[config.mk]
export PLATFORM = sky130hd
export DESIGN_NAME = hazard_ctrl_flat
export DESIGN_NICKNAME = d
export VERILOG_FILES = /design/src/rtl/hazard_ctrl_if.sv /design/src/rtl/hazard_ctrl.sv /design/src/flat_wrapper.sv
export SDC_FILE = /design/constraint.sdc
export NUM_CORES = 1
export LEC_CHECK = 0
export ABC_CLOCK_PERIOD_IN_PS = 2400
export BUFFER_PORTS_ARGS = -buffer_cell sky130_fd_sc_hd__buf_2
export CELL_PAD_IN_SITES_DETAIL_PLACEMENT = 1
export CELL_PAD_IN_SITES_GLOBAL_PLACEMENT = 2
export CORE_MARGIN = 2
export CORE_UTILIZATION = 24
export CTS_CLUSTER_DIAMETER = 150
export DETAILED_ROUTE_END_ITERATION = 16
export PLACE_DENSITY_LB_ADDON = 0.12
export SLEW_MARGIN = 20
export SYNTH_ARGS = -nofsm -noshare
export SYNTH_HDL_FRONTEND = slang
export SYNTH_SLANG_ARGS = --single-unit
[constraint.sdc]
create_clock -name clk -period 2.4 [get_ports clk]
set_input_delay 0.48 -clock clk [delete_from_list [all_inputs] [get_ports clk]]
set_output_delay 0.48 -clock clk [all_outputs]
set_load 0.01 [all_outputs]
[src/rtl/hazard_ctrl_if.sv]
// Signal bundle between the D/E pipeline tags and the hazard controller.
// stall_cnt exists only when HAZARD_STAT_EN is defined.
interface hazard_ctrl_if;
    logic [4:0]  rs_d;
    logic [4:0]  rt_d;
    logic [1:0]  tuse_rs;
    logic [1:0]  tuse_rt;
    logic        md_use_d;
    logic [4:0]  DEA1;
    logic [4:0]  DEA2;
    logic [4:0]  DEA3;
    logic [1:0]  DETnew;
    logic [4:0]  EMA3;
    logic [1:0]  EMTnew;
    logic [4:0]  MWA3;
    logic        start_mult;
    logic        start_div;
    logic        stall;
    logic        md_busy;
    logic [1:0]  fwd_rs_d;
    logic [1:0]  fwd_rt_d;
    logic [1:0]  fwd_rs_e;
    logic [1:0]  fwd_rt_e;
`ifdef HAZARD_STAT_EN
    logic [31:0] stall_cnt;
`endif

    modport master (
        output rs_d, rt_d, tuse_rs, tuse_rt, md_use_d,
        output DEA1, DEA2, DEA3, DETnew, EMA3, EMTnew, MWA3,
        output start_mult, start_div,
        input  stall, md_busy, fwd_rs_d, fwd_rt_d, fwd_rs_e, fwd_rt_e
`ifdef HAZARD_STAT_EN
        , input stall_cnt
`endif
    );

    modport slave (
        input  rs_d, rt_d, tuse_rs, tuse_rt, md_use_d,
        input  DEA1, DEA2, DEA3, DETnew, EMA3, EMTnew, MWA3,
        input  start_mult, start_div,
        output stall, md_busy, fwd_rs_d, fwd_rt_d, fwd_rs_e, fwd_rt_e
`ifdef HAZARD_STAT_EN
        , output stall_cnt
`endif
    );
endinterface

[src/rtl/hazard_ctrl.sv]
// Stall/forward decision for the 5-stage MIPS core plus the mult/div busy timer.
// Define HAZARD_STAT_EN to add the 32-bit stall_cnt statistics counter.
module hazard_ctrl #(
    parameter int MULT_CYCLES = 5,
    parameter int DIV_CYCLES  = 10
) (
    input  logic        clk,
    input  logic        reset,
    hazard_ctrl_if.slave hz
);

    logic [3:0] md_cnt;
    logic [3:0] md_cnt_nxt;
    logic       md_busy_q;
    logic       rs_stall;
    logic       rt_stall;
    logic       md_stall;
    logic       stall_raw;

    function automatic logic data_stall(input logic [4:0] src, input logic [1:0] tuse,
                                        input logic [4:0] de_a3, input logic [1:0] de_tnew,
                                        input logic [4:0] em_a3, input logic [1:0] em_tnew);
        return (src != 5'd0) && (tuse != 2'd3) &&
               (((src == de_a3) && (de_tnew > tuse)) ||
                ((src == em_a3) && (em_tnew > tuse)));
    endfunction

    // Youngest producer with a ready value wins; a not-yet-ready match falls through.
    function automatic logic [1:0] sel_d(input logic [4:0] src,
                                         input logic [4:0] de_a3, input logic [1:0] de_tnew,
                                         input logic [4:0] em_a3, input logic [1:0] em_tnew,
                                         input logic [4:0] mw_a3);
        if (src == 5'd0)
            return 2'd0;
        else if ((src == de_a3) && (de_tnew == 2'd0))
            return 2'd1;
        else if ((src == em_a3) && (em_tnew == 2'd0))
            return 2'd2;
        else if (src == mw_a3)
            return 2'd3;
        else
            return 2'd0;
    endfunction

    function automatic logic [1:0] sel_e(input logic [4:0] src,
                                         input logic [4:0] em_a3, input logic [1:0] em_tnew,
                                         input logic [4:0] mw_a3);
        if (src == 5'd0)
            return 2'd0;
        else if ((src == em_a3) && (em_tnew == 2'd0))
            return 2'd2;
        else if (src == mw_a3)
            return 2'd3;
        else
            return 2'd0;
    endfunction

    always_comb begin
        rs_stall  = data_stall(hz.rs_d, hz.tuse_rs, hz.DEA3, hz.DETnew, hz.EMA3, hz.EMTnew);
        rt_stall  = data_stall(hz.rt_d, hz.tuse_rt, hz.DEA3, hz.DETnew, hz.EMA3, hz.EMTnew);
        md_stall  = hz.md_use_d && (md_busy_q || hz.start_mult || hz.start_div);
        stall_raw = rs_stall || rt_stall || md_stall;
    end

    // Outputs are forced quiet while reset is held, independent of the tag inputs.
    always_comb begin
        hz.stall    = 1'b0;
        hz.fwd_rs_d = 2'd0;
        hz.fwd_rt_d = 2'd0;
        hz.fwd_rs_e = 2'd0;
        hz.fwd_rt_e = 2'd0;
        if (!reset) begin
            hz.stall    = stall_raw;
            hz.fwd_rs_d = sel_d(hz.rs_d, hz.DEA3, hz.DETnew, hz.EMA3, hz.EMTnew, hz.MWA3);
            hz.fwd_rt_d = sel_d(hz.rt_d, hz.DEA3, hz.DETnew, hz.EMA3, hz.EMTnew, hz.MWA3);
            hz.fwd_rs_e = sel_e(hz.DEA1, hz.EMA3, hz.EMTnew, hz.MWA3);
            hz.fwd_rt_e = sel_e(hz.DEA2, hz.EMA3, hz.EMTnew, hz.MWA3);
        end
    end

    always_comb begin
        md_cnt_nxt = md_cnt;
        if (hz.start_div)
            md_cnt_nxt = 4'(DIV_CYCLES);
        else if (hz.start_mult)
            md_cnt_nxt = 4'(MULT_CYCLES);
        else if (md_cnt != 4'd0)
            md_cnt_nxt = md_cnt - 4'd1;
    end

    always_ff @(posedge clk or posedge reset) begin
        if (reset) begin
            md_cnt    <= 4'd0;
            md_busy_q <= 1'b0;
        end else begin
            md_cnt    <= md_cnt_nxt;
            md_busy_q <= (md_cnt_nxt != 4'd0);
        end
    end

    assign hz.md_busy = md_busy_q;

`ifdef HAZARD_STAT_EN
    logic [31:0] stall_cnt_q;

    always_ff @(posedge clk or posedge reset) begin
        if (reset)
            stall_cnt_q <= 32'd0;
        else if (stall_raw)
            stall_cnt_q <= stall_cnt_q + 32'd1;
    end

    assign hz.stall_cnt = stall_cnt_q;
`endif

endmodule
[src/flat_wrapper.sv]
// flat-port wrapper written by rule: the top's interface ports become plain ports
module hazard_ctrl_flat 
#(
    parameter int MULT_CYCLES = 5,
    parameter int DIV_CYCLES  = 10
)
  (clk, reset, hz_rs_d, hz_rt_d, hz_tuse_rs, hz_tuse_rt, hz_md_use_d, hz_DEA1, hz_DEA2, hz_DEA3, hz_DETnew, hz_EMA3, hz_EMTnew, hz_MWA3, hz_start_mult, hz_start_div, hz_stall, hz_md_busy, hz_fwd_rs_d, hz_fwd_rt_d, hz_fwd_rs_e, hz_fwd_rt_e);
  hazard_ctrl_if hz_i ();
  input  logic clk;
  input  logic reset;
  input wire logic [$bits(hz_i.rs_d)-1:0] hz_rs_d;
  input wire logic [$bits(hz_i.rt_d)-1:0] hz_rt_d;
  input wire logic [$bits(hz_i.tuse_rs)-1:0] hz_tuse_rs;
  input wire logic [$bits(hz_i.tuse_rt)-1:0] hz_tuse_rt;
  input wire logic [$bits(hz_i.md_use_d)-1:0] hz_md_use_d;
  input wire logic [$bits(hz_i.DEA1)-1:0] hz_DEA1;
  input wire logic [$bits(hz_i.DEA2)-1:0] hz_DEA2;
  input wire logic [$bits(hz_i.DEA3)-1:0] hz_DEA3;
  input wire logic [$bits(hz_i.DETnew)-1:0] hz_DETnew;
  input wire logic [$bits(hz_i.EMA3)-1:0] hz_EMA3;
  input wire logic [$bits(hz_i.EMTnew)-1:0] hz_EMTnew;
  input wire logic [$bits(hz_i.MWA3)-1:0] hz_MWA3;
  input wire logic [$bits(hz_i.start_mult)-1:0] hz_start_mult;
  input wire logic [$bits(hz_i.start_div)-1:0] hz_start_div;
  output wire logic [$bits(hz_i.stall)-1:0] hz_stall;
  output wire logic [$bits(hz_i.md_busy)-1:0] hz_md_busy;
  output wire logic [$bits(hz_i.fwd_rs_d)-1:0] hz_fwd_rs_d;
  output wire logic [$bits(hz_i.fwd_rt_d)-1:0] hz_fwd_rt_d;
  output wire logic [$bits(hz_i.fwd_rs_e)-1:0] hz_fwd_rs_e;
  output wire logic [$bits(hz_i.fwd_rt_e)-1:0] hz_fwd_rt_e;
  assign hz_i.rs_d = hz_rs_d;
  assign hz_i.rt_d = hz_rt_d;
  assign hz_i.tuse_rs = hz_tuse_rs;
  assign hz_i.tuse_rt = hz_tuse_rt;
  assign hz_i.md_use_d = hz_md_use_d;
  assign hz_i.DEA1 = hz_DEA1;
  assign hz_i.DEA2 = hz_DEA2;
  assign hz_i.DEA3 = hz_DEA3;
  assign hz_i.DETnew = hz_DETnew;
  assign hz_i.EMA3 = hz_EMA3;
  assign hz_i.EMTnew = hz_EMTnew;
  assign hz_i.MWA3 = hz_MWA3;
  assign hz_i.start_mult = hz_start_mult;
  assign hz_i.start_div = hz_start_div;
  assign hz_stall = hz_i.stall;
  assign hz_md_busy = hz_i.md_busy;
  assign hz_fwd_rs_d = hz_i.fwd_rs_d;
  assign hz_fwd_rt_d = hz_i.fwd_rt_d;
  assign hz_fwd_rs_e = hz_i.fwd_rs_e;
  assign hz_fwd_rt_e = hz_i.fwd_rt_e;
  hazard_ctrl #(.MULT_CYCLES(MULT_CYCLES), .DIV_CYCLES(DIV_CYCLES)) u_core (.clk(clk), .reset(reset), .hz(hz_i));
endmodule
==> summary.md <==
| Metric | Value |
|---|---|
| Status | finished clean |
| Die Y | 74.8 um |
| Core Area | 4790 um^2 |
| Initial Util | 0.252 |
| Final setup violation count | 0 |
| Vias in the first global route | 1537 |
| R2R cell count | 7 |
| Hold buffers post-CTS | 0 |
| Io pins | 58 |
| # port buffers | 57 |
| H-Tree Depth | 1 |
| Syn avg cell area | 7.57 um^2 |
| #FFs+latches synth | 5 |
| Setup TNS | 0 ns |
| Vias per cell | 4.68 |
| End of the worst register-to-register path | u_core.hz.md_busy$_DFF_PP0_ |
| Gpl congestion | 0.799 |
| Worst-skew pair later-pin latency | 0.23 ns |
| Worst vdd ir | 0.111 mV |
| CP max-delay cell | or4_1 |
| Seq/Total Area, Yosys | 0.104 |
| DR vias | 1362 |
| YS warnings | 0 |
| Fin crit period | 2.32 ns |
| Fin nets | 282 |
| Global-route wire length before repair | 7020 um |
| Largest net degree at the start of global routing | 9 |
| Overall Power | 529 uW |
| WS Path Type | in -> out |
| Share of cells above drive strength 1 | 0.321 |
| Largest area contributor in the netlist | xnor2_1 |
| WP data arrival | 1.84 ns |
| Clock Skews | 0.00355 ns |
| Slew Limit Fails | 0 |
| CP Max Fanout | 4 |
| R2R Setup Slk | 0.39 ns |
| Fmax | 432 MHz |
| Leakage | 0.751 nW |
| Total grt overflow | 0 |
| Initial antenna violation count | 0 |
| Die area | 5600 um^2 |
| # diodes | 0 |
| Worst path cell trace | buf_2 > xnor2_2 > nand3_1 > or4_1 > a221oi_2 > buf_2 |
| Most used cell, CP | buf_2 |
| Cell variety after synth | 29 |
| Cell Pwr Density | 313 nW/um^2 |
| Crit start category | input port |
| Sink Count | 5 |
| Slew of the pin with the lowest slew margin | 0.442 ns |
| Post-Syn Instances | 159 |
| Die width | 74.8 um |
| HPWL Detailed | 3820 um |
| CTS tree | yes |
| Slowest stage delay, CP | 0.53 ns |
| Routed wire length | 4290 um |
| RSZ-0062 raised after global routing | no |
| Max Cap Violations | 0 |
| Yosys top cell area share | 0.226 |
| Critical Path RT | 1.92 ns |
| Clock buffer depth | 2 |
| DRC violations left | 0 |
| Final hold vios | 0 |
| Hold_ws | 0.305 ns |
| Drt pass-1 iters | 4 |
| Total GRT Usage | 0.164 |
| Synth area leaders | xnor2_1 (23%), xor2_1 (15%), dfrtp_1 (10%) |
| Net Count, Synth | 216 |
| Total CTS buffers | 3 |
| Relative slew slack | 0.702 |
| Mapped cell area | 1200 um^2 |
| Hold Path Class | in -> async |
| Worst-path clk slew | 0.04 ns |
| Row count | 25 |
| Area delta synth->final | 40.2% |
| Worst setup EP type | output port |
| Clk root buf | clkbuf_8 |
| Initial DRC Count | 15 |
| Post-route antenna net violation count | 0 |
| Tcrit/Tclk final | 0.965 |
| FF-to-FF Start | u_core.md_cnt[0]$_DFF_PP0_ |
| DR WL/cell | 14.7 um |
[critical path: cells and delay by family]
| family | cells | cell delay, ns |
|---|---|---|
| xor gates and xnor gates | 1 | 0.15 |
| AOI/OAI and AO/OA | 1 | 0.24 |
| and+or+nand+nor | 2 | 0.65 |
| buffers and inverters | 2 | 0.31 |
[area by class of cell]
class	count	area [um^2]
tap	67	83.8
fill	632	3100
inverter	11	41.3
clock buffer	4	45.0
timing repair buffer	63	330
multi-input combinational	141	1060
sequential	5	125
[cells by family (layout without fill, tap and decap cells)]
logic type | after synthesis | after routing | synth area share
AOI/OAI and AO/OA | 30 | 30 | 0.156
xor gates and xnor gates | 52 | 52 | 0.378
adders and majority gates | 9 | 9 | 0.0936
buffers and inverters | 13 | 78 | 0.0405
DFF | 5 | 5 | 0.104
and+or+nand+nor | 50 | 50 | 0.228
[stage by stage]
| stage | area (um^2) | setup WS (ns) | instances | utilization |
|---|---|---|---|---|
| 3_5_place_dp | 1610 | 0.0200 | 287 | 0.336 |
| 6_report | 1690 | 0.0843 | 291 | 0.353 |
| 3_3_place_gp | 1610 | 0.0546 | 287 | 0.336 |
| 2_1_floorplan | 1200 | 0.312 | 159 | - |
| 4_1_cts | 1660 | 0.0239 | 291 | 0.346 |
| 5_1_grt | 1690 | 0.00364 | 291 | 0.353 |
[placed cells by master, fill, tap and decap left out]
master     count
clkbuf_8       3
nor3_1         5
o21bai_1       2
or4_1          6
clkbuf_1       1
o211ai_1       1
nand2_1        7
nor2b_1        1
o21ai_0        4
xnor2_2        1
nand3_1        7
a22oi_1        1
and3_1         3
o21ba_2        2
nor4_1         4
a21o_1         1
ha_1           9
nand4_1        1
o311ai_0       1
o21ai_1        2
a21oi_1       13
xnor2_1       30
buf_2         57
a2111oi_4      1
nor3b_4        1
dfrtp_1        5
xor2_1        21
a221oi_2       1
inv_1         11
buf_4          6
or3_1          1
nand3b_1       1
nor2_1        11
a221oi_1       1
nand2b_1       2
[routing by layer]
layer  wire length (um)  global-route usage
met1               1850               0.187
met2               2190               0.325
met4                 14              0.0119
met5                  0                   0
met3                233              0.0335
[sequential cells by signal, summed over array words and instances (netlist names)]
| name | flops |
|---|---|
| u_core.md_cnt | 4 |
| u_core.hz.md_busy | 1 |
[worst max-delay path by stage]
| stage | from | endpoint |
|---|---|---|
| CTS | hz_rs_d[0] | hz_stall |
| finish | hz_rs_d[4] | hz_fwd_rs_d[1] |
| global placement | hz_DETnew[0] | hz_stall |
| detailed placement | hz_rs_d[0] | hz_stall |
| floorplan | hz_rs_d[4] | hz_fwd_rs_d[1] |
| global route | hz_rs_d[0] | hz_stall |
[where the power goes]
group | total [mW] | internal [mW] | switching [mW]
Clock | 0.159 | 0.114 | 0.0445
Sequential | 0.0987 | 0.0911 | 0.00760
Combinational | 0.271 | 0.127 | 0.145
[timing repair]
action	4_1_cts	5_1_grt
endpoints found under the hold margin	0	0
buffers inserted	0	0
resized for setup	0	7
endpoints found under the setup margin	0	2
[synth_stat cells (all sizes together)]
cell type   n
a2111oi     1
a21o        1
a21oi      13
a221oi      2
a22oi       1
and3        3
clkbuf      2
dfrtp       5
ha          9
inv        11
nand2       7
nand2b      2
nand3       7
nand3b      1
nand4       1
nor2       11
nor2b       1
nor3        5
nor3b       1
nor4        4
o211ai      1
o21ai       6
o21ba       2
o21bai      2
o311ai      1
or3         1
or4         6
xnor2      31
xor2       21
(Power assumes the default switching activity.)
